$ cat src/rtl/alarm_controller.sv
// rtl/alarm_controller.sv - alarm clock controller: alarm time store, match, ring timeout, snooze countdown
module alarm_controller #(
   parameter int SNOOZE_MIN     = 9,
   parameter int RING_TIMEOUT_S = 60,
   parameter int MAX_SNOOZE     = 3
) (
   input  logic       clk,
   input  logic       reset,
   input  logic       tick,
   input  logic       pm,
   input  logic [7:0] hh,
   input  logic [7:0] mm,
   input  logic [7:0] ss,
   input  logic       arm,
   input  logic       set_en,
   input  logic       set_pm,
   input  logic [7:0] set_hh,
   input  logic [7:0] set_mm,
   input  logic       snooze,
   input  logic       stop,
   output logic       ring,
   output logic       alarm_pm,
   output logic [7:0] alarm_hh,
   output logic [7:0] alarm_mm,
   output logic [1:0] state,
   output logic [3:0] snooze_cnt,
   output logic       set_err
);
   localparam int SNOOZE_S = SNOOZE_MIN * 60;
   localparam int RT_W     = $clog2(RING_TIMEOUT_S + 1);
   localparam int CD_W     = $clog2(SNOOZE_S + 1);
   localparam logic [RT_W-1:0] RT_LAST  = RT_W'(RING_TIMEOUT_S - 1);
   localparam logic [CD_W-1:0] CD_LOAD  = CD_W'(SNOOZE_S);
   localparam logic [3:0]      SNZ_MAX  = 4'(MAX_SNOOZE);

   typedef enum logic [1:0] {
      S_IDLE    = 2'd0,
      S_ARMED   = 2'd1,
      S_RINGING = 2'd2,
      S_SNOOZE  = 2'd3
   } state_t;

   state_t          r_state, w_state_nx;
   logic [3:0]      r_snooze_cnt, w_snooze_cnt_nx;
   logic [RT_W-1:0] r_ring_t, w_ring_t_nx;
   logic [CD_W-1:0] r_cd, w_cd_nx;
   logic            r_ring, r_set_err, r_alarm_pm;
   logic [7:0]      r_alarm_hh, r_alarm_mm;
   logic            w_hh_ok, w_mm_ok, w_set_ok, w_match;

   // Hour must be 01-09 or 10-12 in BCD; minute 00-59.
   assign w_hh_ok  = (set_hh[7:4] == 4'd0 && set_hh[3:0] >= 4'd1 && set_hh[3:0] <= 4'd9) ||
                     (set_hh[7:4] == 4'd1 && set_hh[3:0] <= 4'd2);
   assign w_mm_ok  = (set_mm[7:4] <= 4'd5) && (set_mm[3:0] <= 4'd9);
   assign w_set_ok = w_hh_ok && w_mm_ok;
   assign w_match  = tick && (ss == 8'h00) && (hh == r_alarm_hh) &&
                     (mm == r_alarm_mm) && (pm == r_alarm_pm);

   always_comb begin
      w_state_nx      = r_state;
      w_snooze_cnt_nx = r_snooze_cnt;
      w_ring_t_nx     = r_ring_t;
      w_cd_nx         = r_cd;
      if (!arm) begin
         w_state_nx      = S_IDLE;
         w_snooze_cnt_nx = 4'd0;
         w_ring_t_nx     = '0;
         w_cd_nx         = '0;
      end else begin
         unique case (r_state)
            S_IDLE: w_state_nx = S_ARMED;
            S_ARMED: begin
               if (w_match) begin
                  w_state_nx  = S_RINGING;
                  w_ring_t_nx = '0;
               end
            end
            S_RINGING: begin
               if (stop) begin
                  w_state_nx      = S_ARMED;
                  w_snooze_cnt_nx = 4'd0;
               end else if (snooze && r_snooze_cnt < SNZ_MAX) begin
                  w_state_nx      = S_SNOOZE;
                  w_snooze_cnt_nx = r_snooze_cnt + 4'd1;
                  w_cd_nx         = CD_LOAD;
               end else if (tick) begin
                  if (r_ring_t == RT_LAST) begin
                     w_state_nx      = S_ARMED;
                     w_snooze_cnt_nx = 4'd0;
                     w_ring_t_nx     = '0;
                  end else begin
                     w_ring_t_nx = r_ring_t + 1'b1;
                  end
               end
            end
            S_SNOOZE: begin
               if (stop) begin
                  w_state_nx      = S_ARMED;
                  w_snooze_cnt_nx = 4'd0;
                  w_cd_nx         = '0;
               end else if (tick) begin
                  if (r_cd <= CD_W'(1)) begin
                     w_state_nx  = S_RINGING;
                     w_ring_t_nx = '0;
                     w_cd_nx     = '0;
                  end else begin
                     w_cd_nx = r_cd - 1'b1;
                  end
               end
            end
            default: w_state_nx = S_IDLE;
         endcase
         // A fresh alarm time abandons the current alarm event.
         if (set_en && w_set_ok && (r_state == S_RINGING || r_state == S_SNOOZE)) begin
            w_state_nx      = S_ARMED;
            w_snooze_cnt_nx = 4'd0;
            w_ring_t_nx     = '0;
            w_cd_nx         = '0;
         end
      end
   end

   always_ff @(posedge clk) begin
      if (reset) begin
         r_state      <= S_IDLE;
         r_snooze_cnt <= 4'd0;
         r_ring_t     <= '0;
         r_cd         <= '0;
         r_ring       <= 1'b0;
         r_set_err    <= 1'b0;
         r_alarm_pm   <= 1'b0;
         r_alarm_hh   <= 8'h12;
         r_alarm_mm   <= 8'h00;
      end else begin
         r_state      <= w_state_nx;
         r_snooze_cnt <= w_snooze_cnt_nx;
         r_ring_t     <= w_ring_t_nx;
         r_cd         <= w_cd_nx;
         r_ring       <= (w_state_nx == S_RINGING);
         r_set_err    <= set_en && !w_set_ok;
         if (set_en && w_set_ok) begin
            r_alarm_pm <= set_pm;
            r_alarm_hh <= set_hh;
            r_alarm_mm <= set_mm;
         end
      end
   end

   assign ring       = r_ring;
   assign state      = r_state;
   assign snooze_cnt = r_snooze_cnt;
   assign set_err    = r_set_err;
   assign alarm_pm   = r_alarm_pm;
   assign alarm_hh   = r_alarm_hh;
   assign alarm_mm   = r_alarm_mm;
endmodule

$ cat config.mk
export PLATFORM = sky130hd
export DESIGN_NAME = alarm_controller
export DESIGN_NICKNAME = d
export VERILOG_FILES = /design/src/rtl/alarm_controller.sv
export SDC_FILE = /design/constraint.sdc
export NUM_CORES = 1
export LEC_CHECK = 0
export BUFFER_PORTS_ARGS = -buffer_cell sky130_fd_sc_hd__buf_2
export CAP_MARGIN = 20
export CORE_UTILIZATION = 30
export CTS_BUF_LIST = sky130_fd_sc_hd__clkbuf_8
export DETAILED_ROUTE_END_ITERATION = 8
export SLEW_MARGIN = 0
export SYNTH_ARGS = -nofsm -noshare
export SYNTH_HDL_FRONTEND = slang
export SYNTH_SLANG_ARGS = --single-unit
$ cat constraint.sdc
create_clock -name clk -period 10.2 [get_ports clk]
set_clock_uncertainty 0.1 [all_clocks]
set_input_delay 2.04 -clock clk [delete_from_list [all_inputs] [get_ports clk]]
set_output_delay 2.04 -clock clk [all_outputs]
set_load 0.03 [all_outputs]
**After elaboration in Yosys (flattened, before gate mapping)**

Index checks and enable logic that the tools add are counted.

- Register bits: 41
- Input bits: 49
- Bits in read-only memories: 0
- Bits in writable memories: 0
- Word-level logic and storage cells: 98
- Memories kept: 0
- Output and inout bits: 25
- Latch bits: 0

- Magnitude comparators: 7
- Add/sub/neg operators: 3
- Shift-type cells: 0
- Bitwise logic cells: 1
- $mul: 0
- Reductions and logical operators: 25
- Equality and inequality tests: 21
- Mux-type cells: 32
- Divide/modulo/power cells: 0

Operators by type and width:

| operator | count |
|---|---|
| 2-to-1 mux 10 bit | 5 |
| 2-to-1 mux 6 bit | 8 |
| 2-to-1 mux 2 bit | 10 |
| 2-to-1 mux 4 bit | 5 |
| one-hot mux 10 bit (2 select lines) | 1 |
| inequality test 2 bit (second input constant) | 9 |
| one-hot mux 6 bit (3 select lines) | 1 |
| equality test 8 bit | 2 |
| logical AND 1 bit | 13 |
| less-or-equal comparator 10 x 1 -> 1 bit (second input constant) | 1 |
| subtractor 10 x 1 -> 10 bit (second input constant) | 1 |
| less-or-equal comparator 4 bit (second input constant) | 2 |
| logical NOT 8 bit | 1 |
| inequality test 4 bit (second input constant) | 2 |
| one-hot mux 2 bit (4 select lines) | 1 |
| one-hot mux 4 bit (2 select lines) | 1 |
| AND reduction 4 bit | 2 |
| AND reduction 8 bit | 1 |
| adder 6 x 1 -> 6 bit (second input constant) | 1 |
| equality test 2 bit (second input constant) | 3 |
| equality test 6 bit (second input constant) | 1 |
| adder 4 x 1 -> 4 bit (second input constant) | 1 |
| equality test 4 x 1 -> 1 bit (second input constant) | 1 |
| greater-or-equal comparator 4 x 1 -> 1 bit (second input constant) | 1 |
| 14 further kinds | 15 |

**Logic depth before layout (Yosys ltp)**

- Depth after elaboration: 10
- Depth in mapped cells: 8

**Worst setup path after synthesis**

Ideal clock, no wire load.

- Kind: in2reg
- Start point: input port ss[0]
- End point: register r_ring_t[2]
- Slack: 5476 ps
- Setup time: 70 ps
- Path buffers: 0
- Arrival: 4554 ps
- Stages: 6
- Path through: or4_1 -> or3_1 -> or4_4 -> o41a_1 -> or4b_1 -> a21oi_1

- Word-level cells in the longest chain between the ends: 7

RTL lines:

| what | RTL line | text |
|---|---|---|
| start, declared | 13 | `input logic [7:0] ss,` |
| logical NOT 8 bit | 56 | `assign w_match = tick && (ss == 8'h00) && (hh == r_alarm_hh) &&` |
| logical AND 1 bit (3 in series) | 56 |  |
| logical AND 1 bit | 57 | `(mm == r_alarm_mm) && (pm == r_alarm_pm);` |
| inequality test 2 bit (no line) | - |  |
| AND reduction 8 bit (no line) | - |  |
| end signal, assigned | 137 | `r_ring_t <= w_ring_t_nx;` |
| end, declared | 45 | `logic [RT_W-1:0] r_ring_t, w_ring_t_nx;` |

Every way passes these cells.
A chain may end at the register's enable or synchronous reset.

**Final worst setup path**

Same ends and word-level chain as after synthesis.

==> out/qor.yml <==
status: "finished, final reports clean"
min_period_ps: 4643
drive_above_1_share: 0.2464
p_per_area_nw_per_um2: 120.2
most-common-layout-cells: "buf_2, dfxtp_1, nor2_1, a21oi_1"
p_int_mw: 0.2713
pwr-share-seq: 0.465
io_pins: 74
start_util: 0.3122
synth_warnings: 0
gr-total-overflow: 0
cts_tree: "built"
final-hold-violation-count: 0
clock_sinks: 41
synth_top_family_by_area: "simple AND/OR/NAND/NOR gates"
clk_pin_slew_ps: 80
rows: 31
avgRoutedWirePerCell_um: 13.78
die_w_um: 89.34
ys_seq_area_frac: 0.3587
synth-simple-area-share: 0.2542
viasPerCell: 5.122
root_buffer: "clkbuf_8"
peakVddDrop_mv: 0.04245
htreeDepth: 2
yosys_register_bits: 41
p_leak_nw: 1.288
setup_viol: 0
postSynthAreaPerCell_um2: 8.413
clk_latency_ps: 290
yosysUniqueCellTypes: 48
endpoint_kind: "flop"
worstMarginPinSlew_ps: 978.6
fin_hold_ws_ps: 393.8
hold_path.class: "flop to flop"
crit_fanout: 9
grt_usage: 0.1634
grt_max_degree: 21
die_h_um: 89.34
wl_mm: 6.120
finalNetCount: 401
p_clk_frac: 0.448
synthesis.nets: 329
drtIter0Drc: 189
vias: 2274
synth_compound_area_frac: 0.1843
synthAdderAreaFrac: 0.04811
port_buffers: 73
dieArea_um2: 7982
drv_slew: 0
drcViolationCount: 0
worstPathArrival_ps: 4770
switching_share: 0.2163
synth.area.mux_share: 0.05686
synth_cells: 272
cap_violations: 0
yosys_most_used_dff: "dfxtp_1"
path_class: "input port to flop"
grt_pass1_vias: 2102
p_switching_mw: 0.07489
core-area_um2: 7331
num_antenna_cells: 0
syn_to_final_growth_pct: 25.92
clockBufferDepth: 2
drt.antenna.violating_nets: 0
cts_hold_buf: 0
cts_buffers: 5
comb_power_share: 0.087
clock.fmax_mhz: 215.4
async_reset_ff_frac: 0
rsz0062_at_grt: "no"
antenna_found_initial: 0
min_period_over_period: 0.4552
postCtsSetupRepairBufs: 0
final_common_cell: "buf_2"
place.gp.congestion: 0.8491
grt_pass1_wl_mm: 10.07
synth_xor_xnor_area_share: 0.06506
dp_hpwl_mm: 4.619
netlist_area_um2: 2288
critPathRequiredTime_ps: 10330
cts.repair.resized: 0
setup_tns_ps: 0
synth_edf_count: 0
slew_headroom: 0.3416
start_kind: "input port"
first_pass_iters: 4
-- cells by family (layout without fill, tap and decap cells) --
kind of cell,count (synthesis),after routing
buffers and inverters,20,93
XOR/XNOR,17,17
multiplexers,13,13
AO/OA/AOI/OAI,65,65
AND/OR/NAND/NOR,107,107
flip-flops,41,41
adder cells (fa/ha/maj),9,9
-- path summary, 6_finish.rpt --
| check | from | end | slack, ps | cells past startpoint |
|---|---|---|---|---|
| min reg2reg | r_cd[7] | r_cd[7] | 390 | 2 |
| max reg2reg | state[0] | r_ring_t[2] | 7490 | 8 |
| max | ss[0] | r_ring_t[2] | 5560 | 7 |
| min | r_cd[7] | r_cd[7] | 390 | 2 |
-- final cells by class --
| type | instances | area (um^2) |
|---|---|---|
| repair buffers | 73 | 365.4 |
| well taps | 99 | 123.9 |
| inverters | 12 | 45.04 |
| clock buffers | 5 | 68.82 |
| multi-input cells | 211 | 1393 |
| clock inverters | 3 | 65.06 |
| fillers | 756 | 4449 |
| flip-flops and latches | 41 | 820.8 |
-- worst max-delay path: stages --
cell and delay, ps:
buf_2 90, or4_1 510, or3_1 340, or4_4 550, o41a_1 560, or4b_1 550
a21oi_1 140
-- routing by layer --
layer / vias up / track usage / share of wire
met5: - / 0 / 0
met4: 0 / 0.04329 / 0.010
met3: 7 / 0.03786 / 0.036
met2: 40 / 0.2644 / 0.47
met1: 1073 / 0.2188 / 0.48
li1: 1154 / - / -
-- flip-flops by register name, indices dropped and copies added (netlist names) --
name,flops
r_cd,10
alarm_hh,8
alarm_mm,8
r_ring_t,6
snooze_cnt,4
state,2
alarm_pm,1
ring,1
set_err,1
-- power groups by stage --
stage / Clock [mW] / Sequential (mW) / Combinational [mW]
after detailed placement: 0 / 0.165 / 0.0298
final: 0.155 / 0.161 / 0.0300
after global placement: 0 / 0.165 / 0.0296
after global routing: 0.166 / 0.161 / 0.0328
after CTS: 0.160 / 0.161 / 0.0300
after floorplan: 0 / 0.166 / 0.0139
-- cell usage after synthesis (all sizes together) (4+ instances only) --
cell type	instances	share of area
nand4	11	0.030
nor3	9	0.020
nor2	30	0.049
ha	8	0.044
mux2i	13	0.057
dfxtp	41	0.36
nand3	8	0.017
o21ai	16	0.035
nand2	13	0.021
inv	12	0.020
a21oi	18	0.039
or4	6	0.021
and3b	4	0.015
o31ai	6	0.020
nor4	4	0.011
xnor2	16	0.061
clkbuf	7	0.011
and3	6	0.016
a22oi	4	0.013
-- stage by stage --
step                instances  total power [mW]  utilization  instance area [um^2]  worst slack (ps)
floorplan                 272            0.1799            -                  2288              5476
global placement          436            0.1944       0.3748                  2748              5267
detailed placement        436            0.1946       0.3748                  2748              5241
CTS                       444            0.3507       0.3931                  2882              5552
global route              444            0.3605       0.3931                  2882              5469
finish                    444            0.3462       0.3931                  2882              5557
(Power assumes the default switching activity.)
